[src/rtl/discharge_pkg.sv]
// Shared definitions for the EDM discharge channel: state codes (also decoded by
// the breakdown detector), waveform control bit positions and a time-floor helper.
package discharge_pkg;

    typedef enum logic [7:0] {
        S_IDLE              = 8'b0100_0000,
        S_WAIT_BREAKDOWN    = 8'b0000_0001,
        S_BUCK_INTERLEAVE   = 8'b0000_0010,
        S_RES_DISCHARGE     = 8'b0000_0100,
        S_DEION             = 8'b1000_0000,
        S_DEION_SINGLE_BUCK = 8'b0000_0000
    } state_t;

    localparam int BUCK_OR_RES_BIT        = 15;
    localparam int CONTINUE_OR_SINGLE_BIT = 14;

    function automatic logic [15:0] floor_time(input logic [15:0] t, input logic [15:0] min_t);
        return (t < min_t) ? min_t : t;
    endfunction

endpackage

[src/rtl/discharge_pulse_sequencer_buck_phase_gen.sv]
// Two-phase non-overlapping buck switch generator; starts on phase 01 when enabled
// and swaps phase every half_period cycles, returning to 00 when disabled.
module buck_phase_gen (
    input  logic        clk,
    input  logic        rst_n,
    input  logic        enable,
    input  logic [15:0] half_period,
    output logic [1:0]  phase
);

    logic [15:0] cnt;

    // cnt holds how many cycles the current phase has been driven, including this one
    always_ff @(posedge clk) begin
        if (!rst_n) begin
            phase <= 2'b00;
            cnt   <= 16'd0;
        end else if (!enable) begin
            phase <= 2'b00;
            cnt   <= 16'd0;
        end else if (phase == 2'b00) begin
            phase <= 2'b01;
            cnt   <= 16'd1;
        end else if (cnt >= half_period) begin
            phase <= {phase[0], phase[1]};
            cnt   <= 16'd1;
        end else begin
            cnt   <= cnt + 16'd1;
        end
    end

endmodule

[src/rtl/discharge_pulse_sequencer.sv]
// Pulse state machine for one EDM discharge channel.
// Optional open-gap abort is built when DISCHARGE_OPEN_TIMEOUT_EN is defined.
//
// state               | meaning
// S_IDLE              | switches off, waiting for enable / single start
// S_WAIT_BREAKDOWN    | gap supply on, waiting for the gap to break down
// S_BUCK_INTERLEAVE   | discharge through interleaved buck phases
// S_RES_DISCHARGE     | discharge through the resistor path
// S_DEION             | de-ionisation gap in a continuous train
// S_DEION_SINGLE_BUCK | de-ionisation after a single pulse, then idle
module discharge_pulse_sequencer
    import discharge_pkg::*;
#(
    parameter logic [15:0] BUCK_HALF_PERIOD = 16'd50,
    parameter logic [31:0] WAIT_TIMEOUT     = 32'd100000,
    parameter logic [15:0] MIN_ON_TIME      = 16'd1,
    parameter logic [15:0] MIN_OFF_TIME     = 16'd1
) (
    input  logic        clk,
    input  logic        rst_n,
    input  logic        enable,
    input  logic        emergency_stop,
    input  logic        single_start,
    input  logic [15:0] waveform,
    input  logic [15:0] pulse_on_time,
    input  logic [15:0] pulse_off_time,
    input  logic        is_breakdown,
    output logic [7:0]  current_state,
    output logic [31:0] timer_wait_breakdown,
    output logic        mosfet_main,
    output logic        mosfet_res,
    output logic [1:0]  mosfet_buck,
    output logic        single_done,
    output logic        open_abort,
    output logic [31:0] pulse_count
);

    state_t      state, state_nxt;
    logic        mode_buck, mode_single;
    logic [15:0] on_time, off_time;
    logic [15:0] cnt;
    logic        relatch, cnt_clr, disch_done, done_pulse;
    logic        on_last, off_last;

    assign on_last  = ({1'b0, cnt} + 17'd1) >= {1'b0, on_time};
    assign off_last = ({1'b0, cnt} + 17'd1) >= {1'b0, off_time};

`ifdef DISCHARGE_OPEN_TIMEOUT_EN
    logic abort_pulse, abort_q;
    logic timeout_hit;
    assign timeout_hit = (timer_wait_breakdown == WAIT_TIMEOUT - 32'd1);
`endif

    always_comb begin
        state_nxt  = state;
        relatch    = 1'b0;
        cnt_clr    = 1'b0;
        disch_done = 1'b0;
        done_pulse = 1'b0;
`ifdef DISCHARGE_OPEN_TIMEOUT_EN
        abort_pulse = 1'b0;
`endif
        case (state)
            S_IDLE: begin
                if (enable && (!waveform[CONTINUE_OR_SINGLE_BIT] || single_start)) begin
                    state_nxt = S_WAIT_BREAKDOWN;
                    relatch   = 1'b1;
                end
            end
            S_WAIT_BREAKDOWN: begin
                if (is_breakdown) begin
                    state_nxt = mode_buck ? S_BUCK_INTERLEAVE : S_RES_DISCHARGE;
                    cnt_clr   = 1'b1;
                end
`ifdef DISCHARGE_OPEN_TIMEOUT_EN
                else if (timeout_hit) begin
                    state_nxt   = mode_single ? S_DEION_SINGLE_BUCK : S_DEION;
                    cnt_clr     = 1'b1;
                    abort_pulse = 1'b1;
                end
`endif
            end
            S_BUCK_INTERLEAVE, S_RES_DISCHARGE: begin
                if (on_last) begin
                    state_nxt  = mode_single ? S_DEION_SINGLE_BUCK : S_DEION;
                    cnt_clr    = 1'b1;
                    disch_done = 1'b1;
                end
            end
            S_DEION: begin
                if (off_last) begin
                    cnt_clr = 1'b1;
                    if (enable) begin
                        state_nxt = S_WAIT_BREAKDOWN;
                        relatch   = 1'b1;
                    end else begin
                        state_nxt = S_IDLE;
                    end
                end
            end
            S_DEION_SINGLE_BUCK: begin
                if (off_last) begin
                    state_nxt  = S_IDLE;
                    cnt_clr    = 1'b1;
                    done_pulse = 1'b1;
                end
            end
            default: state_nxt = S_IDLE;
        endcase

        // Emergency stop overrides everything, including a discharge finishing this cycle
        if (emergency_stop) begin
            state_nxt  = S_IDLE;
            relatch    = 1'b0;
            cnt_clr    = 1'b1;
            disch_done = 1'b0;
            done_pulse = 1'b0;
`ifdef DISCHARGE_OPEN_TIMEOUT_EN
            abort_pulse = 1'b0;
`endif
        end
    end

    always_ff @(posedge clk) begin
        if (!rst_n) begin
            state                <= S_IDLE;
            mode_buck            <= 1'b0;
            mode_single          <= 1'b0;
            on_time              <= 16'd0;
            off_time             <= 16'd0;
            cnt                  <= 16'd0;
            timer_wait_breakdown <= 32'd0;
            pulse_count          <= 32'd0;
            mosfet_main          <= 1'b0;
            mosfet_res           <= 1'b0;
            single_done          <= 1'b0;
        end else begin
            state <= state_nxt;
            if (relatch) begin
                mode_buck            <= waveform[BUCK_OR_RES_BIT];
                mode_single          <= waveform[CONTINUE_OR_SINGLE_BIT];
                on_time              <= floor_time(pulse_on_time, MIN_ON_TIME);
                off_time             <= floor_time(pulse_off_time, MIN_OFF_TIME);
                timer_wait_breakdown <= 32'd0;
            end else if (state == S_WAIT_BREAKDOWN && timer_wait_breakdown != 32'hFFFF_FFFF) begin
                timer_wait_breakdown <= timer_wait_breakdown + 32'd1;
            end
            if (cnt_clr) begin
                cnt <= 16'd0;
            end else if (state != S_IDLE && state != S_WAIT_BREAKDOWN) begin
                cnt <= cnt + 16'd1;
            end
            if (disch_done && pulse_count != 32'hFFFF_FFFF) begin
                pulse_count <= pulse_count + 32'd1;
            end
            mosfet_main <= (state_nxt == S_WAIT_BREAKDOWN) || (state_nxt == S_BUCK_INTERLEAVE)
                        || (state_nxt == S_RES_DISCHARGE);
            mosfet_res  <= (state_nxt == S_RES_DISCHARGE);
            single_done <= done_pulse;
        end
    end

`ifdef DISCHARGE_OPEN_TIMEOUT_EN
    always_ff @(posedge clk) begin
        if (!rst_n) begin
            abort_q <= 1'b0;
        end else begin
            abort_q <= abort_pulse;
        end
    end
    assign open_abort = abort_q;
`else
    assign open_abort = 1'b0;
`endif

    assign current_state = state;

    buck_phase_gen u_buck_phase_gen (
        .clk         (clk),
        .rst_n       (rst_n),
        .enable      (state_nxt == S_BUCK_INTERLEAVE),
        .half_period (BUCK_HALF_PERIOD),
        .phase       (mosfet_buck)
    );

endmodule
[config.mk]
export PLATFORM = sky130hd
export DESIGN_NAME = discharge_pulse_sequencer
export DESIGN_NICKNAME = d
export VERILOG_FILES = /design/src/rtl/discharge_pkg.sv /design/src/rtl/discharge_pulse_sequencer_buck_phase_gen.sv /design/src/rtl/discharge_pulse_sequencer.sv
export SDC_FILE = /design/constraint.sdc
export NUM_CORES = 1
export LEC_CHECK = 0
export CAP_MARGIN = 20
export CORE_ASPECT_RATIO = 1.4
export CORE_MARGIN = 5
export CORE_UTILIZATION = 53
export DETAILED_ROUTE_END_ITERATION = 10
export PLACE_DENSITY = 0.8
export SYNTH_ARGS = -nofsm -noshare
export SYNTH_HDL_FRONTEND = slang
export SYNTH_SLANG_ARGS = --single-unit
[constraint.sdc]
create_clock -name clk -period 4.2 [get_ports clk]
set_input_delay 0.84 -clock clk [delete_from_list [all_inputs] [get_ports clk]]
set_output_delay 0.84 -clock clk [all_outputs]
set_load 0.02 [all_outputs]
==> summary.json, run 1 <==
{
  "setup_path": {
    "cp_max_fo": 5,
    "worstSetupPathType": "register to register",
    "critical_path_sink_type": "register",
    "path_buf_inv": 1,
    "crit_path_start_kind": "register",
    "worst-endpoint-arrival_ns": 4.26,
    "peak_per_stage_delay_on_the_critical_path_ns": 0.45,
    "crit_path_frequent_cell": "sky130_fd_sc_hd__and3_1",
    "critical-path-slowest-cell": "sky130_fd_sc_hd__dfxtp_1",
    "crit_chain": "nand3_1, nor4_2, buf_4, and3_1, and3_1, xor2_1, ha_1, a21oi_1, a21boi_0, o31ai_2, o211ai_2, or3b_1, a2111oi_2, nand4bb_1",
    "timing.critical_path.required_ns": 4.57,
    "cp_top_family": "simple AND/OR/NAND/NOR gates"
  },
  "timing": {
    "min_tclk_post_route_ns": 3.90,
    "setup-tns-final_ns": 0,
    "skew_ns": 0.00817,
    "final_count_of_hold_timing_violations": 0,
    "final_critical_path_setup_slack_ns": 0.301,
    "max_clock_freq_mhz": 257,
    "finish_stage_setup_viols": 0,
    "slew_at_the_pin_with_the_worst_max_slew_slack_ns": 0.656,
    "final_period_utilization_pct": 92.8,
    "max_slew_margin_pct": 55.8,
    "rsz0062_at_grt": "no",
    "timing.final.max_slew_violations": 0,
    "final.hold.worst_slack_ns": 0.458
  },
  "grt": {
    "grt_antenna_before_repair": 0,
    "grt.total_usage_pct": 22.1,
    "top_usage_layer": "met2",
    "gr-total-overflow": 0,
    "grt_pass1_vias": 6251,
    "maximum_number_of_pins_on_one_net_before_global_route_repair": 73,
    "grt_first_pass_wirelength_um": 30300,
    "groute.layer.met3.usage_pct": 7.43,
    "grt_use_met1_pct": 24.4,
    "gr_util_met2_pct": 39.6
  },
  "drt": {
    "routed_via_density": 5.43,
    "ant_nets": 0,
    "remaining_drc_errors": 0,
    "detailedRoute.firstIterationViolations": 275,
    "totalWireLength_um": 18000,
    "route.vias.total": 6274,
    "drt-wirelength-per-cell_um": 15.6,
    "drt-pass1-iter-count": 4
  },
  "clock_network": {
    "worstSkewPairLatency_ns": 0.43,
    "cts_inserted_buffers": 17,
    "cts_post_setup_buffers_inserted": 0,
    "clock_sink_count": 143,
    "root_buffer": "sky130_fd_sc_hd__clkbuf_16",
    "tritoncts": "built",
    "post_cts_resized": 0,
    "clockBufferDepth": 2,
    "cts_max_level": 4,
    "clkTransAtPathRegs_ns": 0.06,
    "cts_hold_buffers": 0
  },
  "power_and_ir_drop": {
    "ir_drop_v": 0.000292,
    "pwr_density_cell_nw_per_um2": 322,
    "total_leakage_power_nw": 3.54
  },
  "placed_design": {
    "routabilityCongestion": 0.840,
    "number_of_buffer_cells_added_on_primary_ports": 116,
    "place_hpwl_um": 13200,
    "placement.setup.worst_slack_ns": 0.0977
  },
  "yosys": {
    "post_synth_instance_area_um2": 7570,
    "asyncSetResetFlopFracSynth_pct": 0,
    "syn-mean-instance-area_um2": 9.12,
    "synth_seq_cells": 143,
    "edff_count_synth": 0,
    "yosys.area.top_type": "sky130_fd_sc_hd__dfxtp_1",
    "synthDistinctLibCells": 75,
    "synthTopCellsByArea": "sky130_fd_sc_hd__dfxtp_1 38%, sky130_fd_sc_hd__ha_1 6.1%, sky130_fd_sc_hd__xor2_1 6.0%",
    "ys.flop_type": "sky130_fd_sc_hd__dfxtp_1",
    "synth_sequential_area_ratio_pct": 37.8,
    "ys.warnings.count": 0,
    "synthDominantCellAreaShare_pct": 37.8,
    "synthesis.instances": 830
  },
  "die": {
    "starting_density_pct": 54.1,
    "fp.dieH_um": 151,
    "die_width_um": 111,
    "pin_count": 132,
    "rows": 51,
    "floorplan.die_area_um2": 16800,
    "core_area_um2": 14000
  },
  "final_layout": {
    "final_layout_size_suffix_gt1_share_pct": 9.28,
    "antennaDiodeCount": 0,
    "net_count_of_the_finished_layout": 1048,
    "synthToLayoutAreaGrowth_pct": 26.9
  },
  "status": {
    "run_status": "finished clean"
  },
  "hold_path": {
    "hold_path.class": "register to register"
  },
  "job": {
    "maxCapViolCount": 0
  }
}
## worst paths after layout
kind | from | to | slack, ns | cells past startpoint
worst max-delay path | cnt[4]$_SDFFE_PP0P_ | mosfet_main$_SDFF_PN0_ | 0.30 | 14
worst min-delay path | off_time[3]$_SDFFE_PN0P_ | off_time[3]$_SDFFE_PN0P_ | 0.46 | 2
worst max register to register | cnt[4]$_SDFFE_PP0P_ | mosfet_main$_SDFF_PN0_ | 0.30 | 14
worst min register to register | off_time[3]$_SDFFE_PN0P_ | off_time[3]$_SDFFE_PN0P_ | 0.46 | 2
## cell usage after synthesis (4+ instances only)
library cell and instances:
sky130_fd_sc_hd__nand2_1 114, sky130_fd_sc_hd__buf_4 5, sky130_fd_sc_hd__clkbuf_1 21, sky130_fd_sc_hd__nor3b_1 20
sky130_fd_sc_hd__nand4_1 33, sky130_fd_sc_hd__and3_1 22, sky130_fd_sc_hd__inv_1 38, sky130_fd_sc_hd__nor4_1 14
sky130_fd_sc_hd__buf_2 6, sky130_fd_sc_hd__nand3_1 39, sky130_fd_sc_hd__xor2_1 52, sky130_fd_sc_hd__dfxtp_1 143
sky130_fd_sc_hd__xnor2_1 34, sky130_fd_sc_hd__mux2i_1 38, sky130_fd_sc_hd__nand2b_1 7, sky130_fd_sc_hd__nor3_1 10
sky130_fd_sc_hd__and2_1 21, sky130_fd_sc_hd__and4_1 8, sky130_fd_sc_hd__o21ai_0 4, sky130_fd_sc_hd__o31ai_1 6
sky130_fd_sc_hd__ha_1 37, sky130_fd_sc_hd__a21oi_1 10, sky130_fd_sc_hd__o211ai_1 6, sky130_fd_sc_hd__nor3b_2 15
sky130_fd_sc_hd__nor2_1 45, sky130_fd_sc_hd__nor2b_1 10
## flip-flops by register name, indices dropped and copies added (netlist names)
register                flops
cnt                        16
u_buck_phase_gen.cnt       16
current_state               8
timer_wait_breakdown       32
mode_buck                   1
off_time                   16
u_buck_phase_gen.phase      2
on_time                    16
mosfet_main                 1
mode_single                 1
mosfet_res                  1
pulse_count                32
single_done                 1
## cell families after synthesis
group	Yosys count	share of synthesized area, %
compound gates	69	7.69
flops	143	37.8
other cells	1	0.0496
simple gates	383	29.1
buf+inv	73	4.18
xor+xnor	86	9.96
fa+ha+maj	37	6.12
mux	38	5.03
## per-stage QoR
step	cells	area [um2]	power, W	utilization [%]
after global routing	1155	9600	0.00320	68.7
after global placement	1123	8970	0.00158	64.2
final	1155	9600	0.00309	68.7
after detailed placement	1123	8970	0.00158	64.2
after CTS	1155	9570	0.00312	68.5
after floorplan	843	7610	0.00150	-
## where the power goes
part	total [W]	switching, W	internal, W
Combinational	0.000176	0.0000929	0.0000832
Clock	0.00154	0.000596	0.000947
Sequential	0.00138	0.00000747	0.00137
Total	0.00309	0.000696	0.00240
## layout by cell type, fill, tap and decap left out, drive strengths merged, types with 3 or more instances in the layout
master	instances
o2111ai	3
and4	8
o21ai	5
a2111oi	4
nor3b	35
xnor2	34
buf	15
and2	21
dfxtp	143
nor3	10
nor2	45
ha	37
nor2b	10
clkdlybuf4s50	115
inv	39
bufinv	3
a31oi	3
o211ai	7
and3	22
conb	14
a211oi	5
clkinv	6
o211a	3
a21oi	11
nand4	34
o31ai	6
a41oi	3
xor2	52
clkinvlp	4
nand2b	8
or3	4
nand3	40
clkbuf	18
nand2	114
nor4b	5
a21boi	4
mux2i	38
nor4	16
## worst min-delay path: cells and delay by family, from the launching register on
family           cells  cell delay, ns
multiplexers         1            0.05
AND/OR/NAND/NOR      1            0.05
flip-flops           1            0.31
## metal layers
| layer | vias to the layer above | part of all wire [%] |
|---|---|---|
| met5 | - | 0 |
| met4 | 0 | 2.5 |
| met3 | 38 | 5.7 |
| met2 | 143 | 51 |
| met1 | 2936 | 41 |
| li1 | 3157 | - |
## layout make-up
class	count	area, um2
Timing Repair Buffer	130	1290
Fill cell	1105	4370
Tap cell	185	231
Multi-Input combinational cell	627	4470
Inverter	38	143
Clock buffer	18	439
Sequential cell	143	2860
Clock inverter	14	166
Note: power is estimated with default switching activity, not from simulation.
==> inputs of run 2 (changes only) <==
CORE_UTILIZATION = 58   (was 53)
PLACE_DENSITY = 0.87   (was 0.8)
RECOVER_POWER = 25   (was unset)
clock period = 5.1 ns   (was 4.2 ns; I/O delays follow)
==> run 2 against run 1 <==
  * Clock power shrank 21%
  * Flip-flop and latch count is the same
  * Clock-buffer cell count shrank 1
  * Non-clock buffer count down 12
  * Highest routed layer unchanged
  * Critical path type unchanged
  * Clock skew rose by 0.0025 ns
  * Die area is 8.0% lower
  * Via count rose by 1.2%
  * Critical endpoint is now on_time[13]$_SDFFE_PN0P_
  * Setup slack improved by 0.22 ns
  * Utilization grew 4.6 points
  * Sequential share of layout area increased by 0.67 points
  * Final cell count shrank 3.8%
==> summary.json, run 2 (synthesized netlist as in run 1, its figures left out) <==
{
  "power_and_ir_drop": {
    "total_leakage_power": {"value": 3.63, "unit": "nW", "change": "+2.7%"},
    "power.share.clock": {"value": 48.7, "unit": "%", "change": "-1.1 points"},
    "ir_drop": {"value": 0.000210, "unit": "V", "change": "-28%"},
    "combPwrFrac": {"value": 5.7, "unit": "%", "change": "about the same"},
    "swShare": {"value": 24.4, "unit": "%", "change": "+1.9 points"},
    "sequentialPowerShare": {"value": 45.6, "unit": "%", "change": "+1.1 points"},
    "pwr_density_cell": {"value": 265, "unit": "nW/um2", "change": "-18%"},
    "intPower": {"value": 0.00188, "unit": "W", "change": "-22%"},
    "switchingPower": {"value": 0.000606, "unit": "W", "change": "-13%"}
  },
  "drt": {
    "ant_nets": {"value": 0, "change": "unchanged"},
    "drt-wirelength-per-cell": {"value": 16.2, "unit": "um", "change": "+3.6%"},
    "drt-pass1-iter-count": {"value": 5, "change": "+1"},
    "routed_via_density": {"value": 5.72, "change": "+5.2%"},
    "route.vias.total": {"value": 6350, "change": "+1.2%"},
    "totalWireLength": {"value": 18000, "unit": "um", "change": "-0.35%"},
    "remaining_drc_errors": {"value": 0, "change": "unchanged"},
    "detailedRoute.firstIterationViolations": {"value": 246, "change": "-11%"}
  },
  "clock_network": {
    "cts_post_setup_buffers_inserted": {"value": 0, "change": "unchanged"},
    "cts_hold_buffers": {"value": 0, "change": "unchanged"},
    "cts_inserted_buffers": {"value": 17, "change": "unchanged"},
    "cts_max_level": {"value": 4, "change": "unchanged"},
    "post_cts_resized": {"value": 0, "change": "unchanged"},
    "worstSkewPairLatency": {"value": 0.42, "unit": "ns", "change": "about the same"},
    "root_buffer": "sky130_fd_sc_hd__clkbuf_16",
    "clkTransAtPathRegs": {"value": 0.06, "unit": "ns", "change": "about the same"},
    "tritoncts": "built",
    "clock_sink_count": {"value": 143, "change": "unchanged"},
    "clockBufferDepth": {"value": 2, "change": "unchanged"}
  },
  "placed_design": {
    "place_hpwl": {"value": 13000, "unit": "um", "change": "-1.6%"},
    "routabilityCongestion": {"value": 0.845, "change": "+0.65%"},
    "dpl.cell_count": {"value": 1079, "change": "-3.9%"},
    "number_of_buffer_cells_added_on_primary_ports": {"value": 116, "change": "unchanged"},
    "placement.setup.worst_slack": {"value": 0.638, "unit": "ns", "change": "+0.540 ns"}
  },
  "die": {
    "pin_count": {"value": 132, "change": "unchanged"},
    "die_width": {"value": 107, "unit": "um", "change": "-4.0%"},
    "rows": {"value": 49, "change": "-3.9%"},
    "floorplan.die_area": {"value": 15500, "unit": "um2", "change": "-8.0%"},
    "fp.dieH": {"value": 145, "unit": "um", "change": "-4.1%"},
    "core_area": {"value": 12800, "unit": "um2", "change": "-8.3%"},
    "starting_density": {"value": 59.0, "unit": "%", "change": "+4.9 points"}
  },
  "status": {
    "run_status": "finished clean"
  },
  "timing": {
    "slew_at_the_pin_with_the_worst_max_slew_slack": {"value": 1.05, "unit": "ns", "change": "+0.390 ns"},
    "finish_stage_setup_viols": {"value": 0, "change": "unchanged"},
    "rsz0062_at_grt": "no",
    "max_slew_margin": {"value": 30.3, "unit": "%", "change": "-26 points"},
    "final_count_of_hold_timing_violations": {"value": 0, "change": "unchanged"},
    "min_tclk_post_route": {"value": 4.58, "unit": "ns", "change": "+0.682 ns"},
    "max_clock_freq": {"value": 218, "unit": "MHz", "change": "-15%"},
    "setup-tns-final": {"value": 0, "unit": "ns", "change": "unchanged"},
    "final_period_utilization": {"value": 89.8, "unit": "%", "change": "-3.0 points"},
    "skew": {"value": 0.0107, "unit": "ns", "change": "+0.00250 ns"},
    "final_critical_path_setup_slack": {"value": 0.519, "unit": "ns", "change": "+0.218 ns"},
    "timing.final.max_slew_violations": {"value": 0, "change": "unchanged"}
  },
  "setup_path": {
    "critical_path_sink_type": "register",
    "cp_max_fo": {"value": 66, "change": "+61"},
    "timing.critical_path.required": {"value": 5.43, "unit": "ns", "change": "+0.86 ns"},
    "worstSetupPathType": "register to register",
    "worst-endpoint-arrival": {"value": 4.91, "unit": "ns", "change": "+0.65 ns"},
    "r2r_start": "cnt[0]$_SDFFE_PP0P_",
    "crit_path_start_kind": "register",
    "critical_path.startpoint": "cnt[0]$_SDFFE_PP0P_"
  },
  "grt": {
    "grt_first_pass_wirelength": {"value": 29500, "unit": "um", "change": "-2.6%"},
    "maximum_number_of_pins_on_one_net_before_global_route_repair": {"value": 81, "change": "+11%"},
    "grt_antenna_before_repair": {"value": 0, "change": "unchanged"},
    "gr-total-overflow": {"value": 0, "change": "unchanged"},
    "grt.total_usage": {"value": 23.2, "unit": "%", "change": "+1.0 points"},
    "grt_pass1_vias": {"value": 6231, "change": "-0.32%"}
  },
  "final_layout": {
    "layout.cells.most_common_list": "143 x sky130_fd_sc_hd__dfxtp_1, 114 x sky130_fd_sc_hd__nand2_1, 64 x sky130_fd_sc_hd__clkdlybuf4s50_1, 52 x sky130_fd_sc_hd__xor2_1, 51 x sky130_fd_sc_hd__dlygate4sd3_1",
    "synthToLayoutAreaGrowth_pct": 24.1,
    "net_count_of_the_finished_layout": {"value": 1036, "change": "-1.1%"},
    "stdcell_count": {"value": 1111, "change": "-3.8%"},
    "top_regs": "pulse_count x32, timer_wait_breakdown x32",
    "layout.core_utilization": {"value": 73.3, "unit": "%", "change": "+4.6 points"},
    "final_layout_size_suffix_gt1_share": {"value": 7.62, "unit": "%", "change": "-1.7 points"},
    "layout_commonest_cell": "sky130_fd_sc_hd__dfxtp_1",
    "antennaDiodeCount": {"value": 0, "change": "unchanged"}
  },
  "hold_path": {
    "holdCritStartpoint": "off_time[11]$_SDFFE_PN0P_",
    "hold_path.class": "register to register"
  },
  "job": {
    "maxCapViolCount": {"value": 0, "change": "unchanged"}
  }
}
## run 2: power by group through the flow
stage | logic [W] | clock network, W | registers (W)
after detailed placement | 0.000139 | 0 | 0.00116
after floorplan | 0.0000807 | 0 | 0.00116
after global routing | 0.000153 | 0.00128 | 0.00113
after CTS | 0.000141 | 0.00123 | 0.00113
final | 0.000142 | 0.00121 | 0.00113
after global placement | 0.000138 | 0 | 0.00116
## run 2: stage by stage
stage	power, W	hold slack (ns)	cell area (um2)
2_1_floorplan	0.00124	0.435	7610
3_3_place_gp	0.00129	0.443	8810
3_5_place_dp	0.00130	0.447	8810
4_1_cts	0.00250	0.458	9390
5_1_grt	0.00257	0.473	9390
6_report	0.00249	0.455	9390
## run 2: layout make-up
| class | count | area, um2 |
|---|---|---|
| well taps | 153 | 191 |
| multi-input cells | 627 | 4440 |
| repair buffers | 118 | 1170 |
| flip-flops and latches | 143 | 2860 |
| clock inverters | 15 | 153 |
| clock buffers | 17 | 425 |
| inverters | 38 | 143 |
| fillers | 905 | 3420 |
## run 2: routing by layer
metal | routed length, um | global-route usage [%] | vias to the layer above
li1 | - | - | 3142
met2 | 9310 | 41.1 | 172
met4 | 618 | 10.4 | 0
met1 | 7030 | 25.2 | 2988
met5 | 0 | 0 | -
met3 | 1010 | 6.84 | 48
## run 2: worst paths after layout
check                                                 end  slack (ns)  cells past startpoint
worst max-delay path             on_time[13]$_SDFFE_PN0P_        0.52                     13
worst min-delay path            off_time[11]$_SDFFE_PN0P_        0.45                      2
worst max register to register   on_time[13]$_SDFFE_PN0P_        0.52                     13
worst min register to register  off_time[11]$_SDFFE_PN0P_        0.45                      2
## run 2: critical path, stage by stage, from the launching register on
cell and delay (ns):
sky130_fd_sc_hd__dfxtp_1 0.45, sky130_fd_sc_hd__ha_1 0.27, sky130_fd_sc_hd__nand3_2 0.16, sky130_fd_sc_hd__nor2_1 0.29
sky130_fd_sc_hd__nand3_1 0.20, sky130_fd_sc_hd__nor2_1 0.27, sky130_fd_sc_hd__xor2_1 0.32, sky130_fd_sc_hd__ha_1 0.19
sky130_fd_sc_hd__nand4_1 0.17, sky130_fd_sc_hd__a311oi_1 0.46, sky130_fd_sc_hd__nor4b_4 0.12, sky130_fd_sc_hd__a211oi_2 0.38
sky130_fd_sc_hd__o21a_4 0.89, sky130_fd_sc_hd__mux2i_1 0.28
==> inputs of run 3 (changes only) <==
GPL_ROUTABILITY_DRIVEN = 0   (was unset)
PLACE_DENSITY = 0.86   (was 0.87)
SYNTH_HIERARCHICAL = 1   (was unset)
==> run 3 against run 2 <==
  * Worst hold slack improved by 0.026 ns
  * Global-route usage increased by 2.3 points
  * First-iteration DRC count increased by 100%
  * Final cell count increased by 15%
  * Clock skew decreased by 0.0023 ns
  * Critical endpoint is now u_buck_phase_gen/cnt[11]$_SDFF_PP0_
  * Synthesized area increased by 5.0%
  * Setup slack got worse by 0.17 ns
  * Wire length increased by 14%
==> summary.json, run 3 <==
{
  "yosys": {
    "post_synth_instance_area": {"value": 7940, "unit": "um2", "change": "+5.0%"},
    "synthDistinctLibCells": {"value": 64, "change": "-15%"},
    "synthesis.instances": {"value": 958, "change": "+15%"},
    "ys.flop_type": "sky130_fd_sc_hd__dfxtp_1",
    "synth_seq_cells": {"value": 143, "change": "unchanged"},
    "yosys.area.top_type": "sky130_fd_sc_hd__dfxtp_1",
    "synthTopCellsByArea": "sky130_fd_sc_hd__dfxtp_1 36%, sky130_fd_sc_hd__ha_1 8.2%, sky130_fd_sc_hd__inv_1 4.6%",
    "ys.warnings.count": {"value": 6, "change": "+6"},
    "synth_most_common_cell": "sky130_fd_sc_hd__dfxtp_1",
    "asyncSetResetFlopFracSynth": {"value": 0, "unit": "%", "change": "unchanged"},
    "edff_count_synth": {"value": 0, "change": "unchanged"},
    "syn-mean-instance-area": {"value": 8.29, "unit": "um2", "change": "-9.0%"},
    "synth_sequential_area_ratio": {"value": 36.0, "unit": "%", "change": "-1.8 points"},
    "synth_top_cells_by_count": "143 x sky130_fd_sc_hd__dfxtp_1, 98 x sky130_fd_sc_hd__inv_1, 65 x sky130_fd_sc_hd__nor2_1, 64 x sky130_fd_sc_hd__nand2_1, 59 x sky130_fd_sc_hd__nor3_1",
    "synthDominantCellAreaShare": {"value": 36.0, "unit": "%", "change": "-1.8 points"}
  },
  "placed_design": {
    "placed_area": {"value": 9310, "unit": "um2", "change": "+5.7%"},
    "number_of_buffer_cells_added_on_primary_ports": {"value": 116, "change": "unchanged"},
    "place_hpwl": {"value": 14400, "unit": "um", "change": "+11%"}
  },
  "setup_path": {
    "crit_path_start_kind": "register",
    "cp_max_fo": {"value": 15, "change": "-77%"},
    "worst-endpoint-arrival": {"value": 5.10, "unit": "ns", "change": "+0.19 ns"},
    "worst-r2r-setup-slack": {"value": 0.35, "unit": "ns", "change": "-0.17 ns"},
    "cp_top_family": "simple AND/OR/NAND/NOR gates",
    "peak_per_stage_delay_on_the_critical_path": {"value": 0.72, "unit": "ns", "change": "-0.17 ns"},
    "path_buf_inv": {"value": 0, "change": "unchanged"},
    "timing.critical_path.required": {"value": 5.45, "unit": "ns", "change": "+0.02 ns"},
    "worstSetupPathType": "register to register",
    "crit_chain": "ha_1, nand3_2, or4_1, nor2_1, xor2_1, ha_1, nand3_1, nor3_1, a221o_1, nor3_1, a31oi_1, nor3_1, nand2_1, or4_4, nor2_1",
    "critical_path_sink_type": "register",
    "crit_path_frequent_cell": "sky130_fd_sc_hd__nor3_1",
    "critical-path-slowest-cell": "sky130_fd_sc_hd__or4_1"
  },
  "grt": {
    "gr-total-overflow": {"value": 0, "change": "unchanged"},
    "top_usage_layer": "met2",
    "gr_util_met2": {"value": 47.5, "unit": "%", "change": "+6.5 points"},
    "maximum_number_of_pins_on_one_net_before_global_route_repair": {"value": 87, "change": "+7.4%"},
    "grt.total_usage": {"value": 25.5, "unit": "%", "change": "+2.3 points"},
    "groute.layer.met3.usage": {"value": 3.99, "unit": "%", "change": "-2.8 points"},
    "grt_antenna_before_repair": {"value": 0, "change": "unchanged"},
    "grt_pass1_vias": {"value": 7290, "change": "+17%"},
    "grt_use_met1": {"value": 28.5, "unit": "%", "change": "+3.3 points"},
    "grt_first_pass_wirelength": {"value": 33700, "unit": "um", "change": "+14%"}
  },
  "drt": {
    "ant_nets": {"value": 0, "change": "unchanged"},
    "totalWireLength": {"value": 20400, "unit": "um", "change": "+14%"},
    "route.vias.total": {"value": 7488, "change": "+18%"},
    "routed_via_density": {"value": 5.88, "change": "+2.8%"},
    "drt-pass1-iter-count": {"value": 8, "change": "+3"},
    "detailedRoute.firstIterationViolations": {"value": 492, "change": "+100%"},
    "drt-wirelength-per-cell": {"value": 16.0, "unit": "um", "change": "-0.95%"},
    "remaining_drc_errors": {"value": 0, "change": "unchanged"}
  },
  "final_layout": {
    "layout_commonest_cell": "sky130_fd_sc_hd__dfxtp_1",
    "layout.cells.most_common_list": "143 x sky130_fd_sc_hd__dfxtp_1, 98 x sky130_fd_sc_hd__inv_1, 65 x sky130_fd_sc_hd__nor2_1, 64 x sky130_fd_sc_hd__nand2_1, 62 x sky130_fd_sc_hd__clkdlybuf4s50_1",
    "top_regs": "pulse_count x32, timer_wait_breakdown x32",
    "antennaDiodeCount": {"value": 0, "change": "unchanged"},
    "stdcell_area": {"value": 9940, "unit": "um2", "change": "+5.9%"},
    "synthToLayoutAreaGrowth_pct": 25.2,
    "final_layout_size_suffix_gt1_share": {"value": 5.22, "unit": "%", "change": "-2.4 points"},
    "net_count_of_the_finished_layout": {"value": 1185, "change": "+14%"},
    "fillers": {"value": 1013, "change": "+12%"},
    "layout.core_utilization": {"value": 74.3, "unit": "%", "change": "+0.98 points"}
  },
  "die": {
    "core_area": {"value": 13400, "unit": "um2", "change": "+4.5%"},
    "pin_count": {"value": 132, "change": "unchanged"},
    "fp.dieH": {"value": 148, "unit": "um", "change": "+2.3%"},
    "die_width": {"value": 109, "unit": "um", "change": "+2.2%"},
    "starting_density": {"value": 59.3, "unit": "%", "change": "+0.29 points"},
    "rows": {"value": 50, "change": "+2.0%"},
    "floorplan.die_area": {"value": 16200, "unit": "um2", "change": "+4.6%"}
  },
  "clock_network": {
    "cts_inserted_buffers": {"value": 17, "change": "unchanged"},
    "cts_max_level": {"value": 4, "change": "unchanged"},
    "clkTransAtPathRegs": {"value": 0.06, "unit": "ns", "change": "about the same"},
    "cts_post_setup_buffers_inserted": {"value": 0, "change": "unchanged"},
    "tritoncts": "built",
    "clock_sink_count": {"value": 143, "change": "unchanged"},
    "clockBufferDepth": {"value": 2, "change": "unchanged"},
    "root_buffer": "sky130_fd_sc_hd__clkbuf_16",
    "worstSkewPairLatency": {"value": 0.41, "unit": "ns", "change": "about the same"}
  },
  "power_and_ir_drop": {
    "power.share.clock": {"value": 50.0, "unit": "%", "change": "+1.3 points"},
    "switchingPower": {"value": 0.000573, "unit": "W", "change": "-5.4%"},
    "sequentialPowerShare": {"value": 44.6, "unit": "%", "change": "-1.0 points"},
    "combPwrFrac": {"value": 5.5, "unit": "%", "change": "-0.2 points"},
    "ir_drop": {"value": 0.000214, "unit": "V", "change": "+2.3%"},
    "pwr_density_cell": {"value": 254, "unit": "nW/um2", "change": "-4.1%"},
    "swShare": {"value": 22.7, "unit": "%", "change": "-1.7 points"},
    "total_leakage_power": {"value": 3.67, "unit": "nW", "change": "+0.88%"},
    "intPower": {"value": 0.00195, "unit": "W", "change": "+3.8%"}
  },
  "job": {
    "maxCapViolCount": {"value": 0, "change": "unchanged"}
  },
  "timing": {
    "skew": {"value": 0.00837, "unit": "ns", "change": "-0.00230 ns"},
    "max_clock_freq": {"value": 210, "unit": "MHz", "change": "-3.6%"},
    "slew_at_the_pin_with_the_worst_max_slew_slack": {"value": 0.982, "unit": "ns", "change": "-0.0645 ns"},
    "finish_stage_setup_viols": {"value": 0, "change": "unchanged"},
    "setup-tns-final": {"value": 0, "unit": "ns", "change": "unchanged"},
    "min_tclk_post_route": {"value": 4.75, "unit": "ns", "change": "+0.173 ns"},
    "final_count_of_hold_timing_violations": {"value": 0, "change": "unchanged"},
    "rsz0062_at_grt": "no",
    "max_slew_margin": {"value": 34.0, "unit": "%", "change": "+3.7 points"},
    "timing.final.max_slew_violations": {"value": 0, "change": "unchanged"},
    "final_period_utilization": {"value": 93.2, "unit": "%", "change": "+3.4 points"}
  },
  "status": {
    "run_status": "finished clean"
  },
  "hold_path": {
    "hold_path.class": "register to register"
  }
}
[run 3: changes by cell type in the layout (fill, tap and decap cells not counted), sizes merged, moves of 15 or more]
cell and delta:
and2 -17, nor3 +49, or4 +19, inv +54
xor2 -16, a21oi +32, nor3b -31, nand2 -50
nor2 +22, mux2i -29, ha +15, o32ai +34
[run 3: cells by family after synthesis]
kind of cell / synth area share [%]
other: 0.0945
muxes: 1.13
xor gates and xnor gates: 7.72
DFF: 36.0
buffers and inverters: 7.23
AOI/OAI and AO/OA: 13.9
adders and majority gates: 8.19
and+or+nand+nor: 25.7
[run 3: worst reg2reg max path, delay by kind of cell (launching register included)]
family / cells / cell delay [ns]
AO/OA/AOI/OAI: 2 / 0.54
XOR/XNOR: 1 / 0.24
AND/OR/NAND/NOR: 10 / 2.87
adder cells (fa/ha/maj): 2 / 0.57
flip-flops: 1 / 0.47
[run 3: power by group through the flow]
stage | sequential (W) | combinational [W] | clock, W
global placement | 0.00115 | 0.000133 | 0
CTS | 0.00113 | 0.000137 | 0.00127
global route | 0.00113 | 0.000152 | 0.00132
finish | 0.00113 | 0.000138 | 0.00126
floorplan | 0.00115 | 0.0000706 | 0
detailed placement | 0.00115 | 0.000136 | 0
[run 3: routing by layer]
| metal | share of wire [%] | up-vias |
|---|---|---|
| met3 | 4.7 | 36 |
| met2 | 54 | 217 |
| met4 | 2.2 | 0 |
| met5 | 0 | - |
| met1 | 39 | 3554 |
| li1 | - | 3681 |
[run 3: repair_timing]
action / 4_1_cts / 5_1_grt
setup endpoints to repair: 0 / 15
hold buffers: 0 / 0
resized for setup: 0 / 1
[run 3: worst paths after layout]
check / from / endpoint / cells after the start
min reg2reg: pulse_count[10]$_SDFFE_PN0P_ / pulse_count[10]$_SDFFE_PN0P_ / 2
max: cnt[0]$_SDFFE_PP0P_ / u_buck_phase_gen/cnt[11]$_SDFF_PP0_ / 15
min: pulse_count[10]$_SDFFE_PN0P_ / pulse_count[10]$_SDFFE_PN0P_ / 2
max reg2reg: cnt[0]$_SDFFE_PP0P_ / u_buck_phase_gen/cnt[11]$_SDFF_PP0_ / 15
[run 3: layout make-up]
cell class / instances / area (um2) / share of cell area [%]
multi-input cells: 691 / 4610 / 46.3
flip-flops and latches: 143 / 2860 / 28.8
repair buffers: 127 / 1280 / 12.8
clock buffers: 19 / 433 / 4.35
inverters: 99 / 372 / 3.74
well taps: 182 / 228 / 2.29
clock inverters: 13 / 164 / 1.65
[run 3: per-stage QoR]
| step | power, W | worst slack, ns | std cells | hold WS, ns |
|---|---|---|---|---|
| floorplan | 0.00122 | 0.994 | 976 | 0.444 |
| global placement | 0.00128 | 0.409 | 1241 | 0.462 |
| detailed placement | 0.00129 | 0.298 | 1241 | 0.469 |
| CTS | 0.00253 | 0.222 | 1273 | 0.478 |
| global route | 0.00260 | 0.0266 | 1274 | 0.507 |
| finish | 0.00252 | 0.346 | 1274 | 0.481 |
